**src/rtl/inst_fetch_queue.sv**
```systemverilog
// Instruction fetch queue: buffers (pc, inst) pairs between the PC stage and decode.
// Head entry is registered; flush empties the queue at the next edge.
module inst_fetch_queue #(
    parameter int DEPTH = 4,
    parameter int AW    = 32,
    parameter int DW    = 32
) (
    input  logic                     clk,
    input  logic                     rst,
    input  logic                     ce,
    input  logic [AW-1:0]            pc,
    input  logic [DW-1:0]            inst_i,
    input  logic                     flush,
    input  logic                     id_ready,
    output logic                     fetch_stall,
    output logic                     id_valid,
    output logic [AW-1:0]            id_pc,
    output logic [DW-1:0]            id_inst,
    output logic [$clog2(DEPTH):0]   count
);

    localparam int PW = $clog2(DEPTH);
    localparam int CW = PW + 1;
    localparam logic [CW-1:0] FULL_CNT = CW'(DEPTH);

    logic [AW-1:0] pc_mem   [DEPTH];
    logic [DW-1:0] inst_mem [DEPTH];

    logic [PW-1:0] wr_ptr;
    logic [PW-1:0] rd_ptr;
    logic [CW-1:0] cnt;

    logic full;
    logic empty;
    logic push;
    logic pop;

    assign full  = (cnt == FULL_CNT);
    assign empty = (cnt == '0);

    // A full queue never pushes, even when it pops in the same cycle.
    assign push = ce & ~flush & ~full;
    assign pop  = id_valid & id_ready;

    assign fetch_stall = full;
    assign id_valid    = ~empty & ~flush;
    assign count       = cnt;

    assign id_pc   = id_valid ? pc_mem[rd_ptr]   : '0;
    assign id_inst = id_valid ? inst_mem[rd_ptr] : '0;

    always_ff @(posedge clk or negedge rst) begin
        if (!rst) begin
            wr_ptr <= '0;
            rd_ptr <= '0;
            cnt    <= '0;
        end else if (flush) begin
            wr_ptr <= '0;
            rd_ptr <= '0;
            cnt    <= '0;
        end else begin
            if (push) begin
                wr_ptr <= wr_ptr + PW'(1);
            end
            if (pop) begin
                rd_ptr <= rd_ptr + PW'(1);
            end
            unique case ({push, pop})
                2'b10:   cnt <= cnt + CW'(1);
                2'b01:   cnt <= cnt - CW'(1);
                default: cnt <= cnt;
            endcase
        end
    end

    // Storage needs no reset: outputs are masked while the queue is empty.
    always_ff @(posedge clk) begin
        if (push) begin
            pc_mem[wr_ptr]   <= pc;
            inst_mem[wr_ptr] <= inst_i;
        end
    end

endmodule

```
**config.mk**
```make
export PLATFORM = sky130hd
export DESIGN_NAME = inst_fetch_queue
export DESIGN_NICKNAME = d
export VERILOG_FILES = /design/src/rtl/inst_fetch_queue.sv
export SDC_FILE = /design/constraint.sdc
export NUM_CORES = 1
export LEC_CHECK = 0
export ABC_AREA = 1
export CAP_MARGIN = 20
export CORE_UTILIZATION = 31
export CTS_CLUSTER_DIAMETER = 200
export DETAILED_ROUTE_END_ITERATION = 10
export SLEW_MARGIN = 10
export SYNTH_ARGS = -nofsm -noshare
export SYNTH_HDL_FRONTEND = slang
export SYNTH_SLANG_ARGS = --single-unit
```
**constraint.sdc**
```tcl
create_clock -name clk -period 11.4 [get_ports clk]
set_input_delay 1.14 -clock clk [delete_from_list [all_inputs] [get_ports clk]]
set_output_delay 1.14 -clock clk [all_outputs]
set_load 0.03 [all_outputs]
```
==> out/summary.txt <==
Status - finished clean
Cts bufs inserted - 28
Largest net degree at the start of global routing - 72
Setup Buffers After CTS - 0
Vias in the first global route - 6,587
Longest Clk Path Bufs - 3
Final Setup Violations - 0
Final antenna-violating net count - 0
PostCTS Resize Cnt - 0
Die Y - 185 um
# hold bufs at CTS - 0
Remaining Overflow, GRT - 0
PortBufs - 137
Combinational Power Share - 18.1%
Critical path data arrival time - 3890 ps
RSZ-0062 raised after global routing - no
Clock latency on the worst-skew pair - 530 ps
Max stage delay on crit path - 750 ps
Int Pwr - 0.00179 W
Final Worst Setup Slack - 6370 ps
Actual slew at the worst max-slew pin - 1070 ps
Final Hold Viols - 0
Register area share after synthesis - 75.8%
Worst-path cell chain - inv_4, buf_4, o21ai_0, a21oi_1, clkdlybuf4s50_1
Crit path time final - 5030 ps
Wire per inst - 16.8 um
Crit path max fanout - 71
Clock power frac - 36.3%
Tcrit/Tclk final - 44.1%
Relative slew slack - 28.4%
Initial antenna violation count - 0
Maximum clock frequency - 0.199 GHz
Initial Utilization - 31.7%
Synth top area share - 74.1%
Net Sw Power - 0.000690 W
Max-cap violation count - 0
Die X - 185 um
Post-synthesis instance area - 10,400 um^2
FILL cells - 3,140
Layout area overhead - 26.1%
Starting DRT DRC Count - 414
Number of synthesized register bits - 263
Syn avg cell area - 12.7 um^2
Detailed Place HPWL - 13,100 um
Vias/cell - 4.62
Setup TNS - 0 ps
Final GP Congestion - 0.720
CTS sink count - 263
Root Buffer - clkbuf_16
Net count after synthesis - 893
# DRC - 0
Post-Route WL - 23,700 um
Final Skew - 8.93 ps
Hold Path Class - flip-flop to flip-flop
Htree depth - 1
Worst setup SP type - flip-flop
Crit path kind - flip-flop to output port
Core Rows - 66
Switching share of power - 27.8%
Overall global routing resource usage - 14.0%
VDD IR-drop max - 0.000108 V
Synthesis warning total - 0
Clock transition at path regs - 60 ps
Synth cell types - 27
Antenna diodes - 0
Crit end category - output port
Ports - 138
Post-layout nets - 1,022
Required @ worst endpoint - 10,260 ps
Final slew viol count - 0
Synthesized instance count - 819
Leakage - 4.36 nW
First-pass GRT wire length - 36,900 um
Share of cells above drive strength 1 - 7.22%
Vias - 6,525
Worst slack at placement - 6580 ps
Die ar. - 34,200 um^2
Crit-path leading delay family - buffers and inverters
Crit-path slowest cell - buf_4
Pre-Repair DR Iteration Count - 5
Synth top area cells - edfxtp_1 74%, nor2_1 9.4%, o21ai_1 5.1%
CTS tree - done
Synth area leader - edfxtp_1
Seq pwr share - 45.6%
Buf/Inv on CP - 3
Power Density - 189 nW/um^2
Core Area - 32,700 um^2
## logic make-up (layout without fill, tap and decap cells)
| kind of cell | Yosys count | after routing | synth area share [%] |
|---|---|---|---|
| buf+inv | 63 | 214 | 2.77 |
| flops | 263 | 263 | 75.8 |
| xor+xnor | 1 | 1 | 0.0844 |
| simple gates | 288 | 288 | 10.9 |
| compound gates | 199 | 199 | 9.77 |
| fa+ha+maj | 5 | 5 | 0.675 |
## cells in the final DEF, fill, tap and decap left out, types with 3 or more instances in the layout
cell type        Yosys  layout
clkbuf_16            0      29
buf_4                3       9
inv_2                4       3
clkdlybuf4s50_1      0     137
nand2_1             16      16
o21ai_1            106     106
inv_1               12      12
nand4_1              3       3
clkinv_2             0       7
o21ai_0             25      25
clkinv_1             0       4
clkinvlp_4           0       3
dfrtp_1              7       5
clkbuf_1             8       6
a21oi_1             65      65
nor2_4               1       5
nand2_2              3       3
ha_1                 4       4
nor2_1             261     257
bufinv_16            0       3
edfxtp_1           256     256
## worst reg2reg max path, cell delays in order (launching register included)
cell and delay [ps]:
dfrtp_4 730, inv_4 650, buf_4 760, nand2_1 160, nand2_1 90, nand2_1 50
o31ai_1 90
## state kept, by name (all words and copies together) (netlist names)
register	count
count	3
pc_mem	128
inst_mem	128
wr_ptr	2
rd_ptr	2
## power groups by stage
stage | clock (W) | sequential (W) | combinational, W
final | 0.000900 | 0.00113 | 0.000449
after global routing | 0.000958 | 0.00114 | 0.000497
after CTS | 0.000920 | 0.00113 | 0.000458
after detailed placement | 0 | 0.00115 | 0.000456
after global placement | 0 | 0.00115 | 0.000454
after floorplan | 0 | 0.00114 | 0.000290
## final timing paths
| path | slack (ps) | start | cells after the start | end |
|---|---|---|---|---|
| worst min-delay path | 650 | wr_ptr[1]$_DFFE_PN0P_ | 2 | wr_ptr[1]$_DFFE_PN0P_ |
| min in group asynchronous | 870 | rst | 1 | count[0]$_DFFE_PN0P_ |
| worst min register to register | 650 | wr_ptr[1]$_DFFE_PN0P_ | 2 | wr_ptr[1]$_DFFE_PN0P_ |
| worst max-delay path | 6370 | rd_ptr[0]$_DFFE_PN0P_ | 5 | id_inst[13] |
| max in group asynchronous | 10240 | rst | 1 | rd_ptr[0]$_DFFE_PN0P_ |
| worst max register to register | 8760 | rd_ptr[0]$_DFFE_PN0P_ | 6 | rd_ptr[1]$_DFFE_PN0P_ |
## Yosys cell counts, drive strengths merged
cell type,number
o21ai,131
nand2,20
nand3b,1
nand3,2
dfrtp,7
a21oi,67
edfxtp,256
fa,1
nand4,3
ha,4
clkbuf,15
o31ai,1
xor2,1
nor2,262
buf,32
inv,16
## cell type report
cell class / instances / area, um^2 / share of cell area, %
Tap cell: 442 / 553 / 4.22
Clock buffer: 35 / 748 / 5.72
Multi-Input combinational cell: 493 / 2260 / 17.2
Sequential cell: 263 / 7870 / 60.1
Timing Repair Buffer: 146 / 1440 / 11.0
Clock inverter: 17 / 163 / 1.24
Inverter: 16 / 62.6 / 0.478
## per-layer routing
layer	GRT usage, %	share of wire [%]	up-vias
li1	-	-	3159
met1	18.1	46	3168
met2	24.2	48	163
met3	2.48	4.7	35
met4	3.74	2.2	0
met5	0	0	-
## stage by stage
stage / total power (W) / area [um^2] / cells / util (%) / hold WS, ps
finish: 0.00248 / 13100 / 1412 / 40.0 / 646
global route: 0.00259 / 13100 / 1412 / 40.0 / 714
CTS: 0.00251 / 13100 / 1412 / 40.0 / 642
detailed placement: 0.00161 / 12200 / 1360 / 37.2 / 633
global placement: 0.00161 / 12200 / 1360 / 37.2 / 625
floorplan: 0.00143 / 10400 / 819 / - / 579
(Power assumes the default switching activity.)
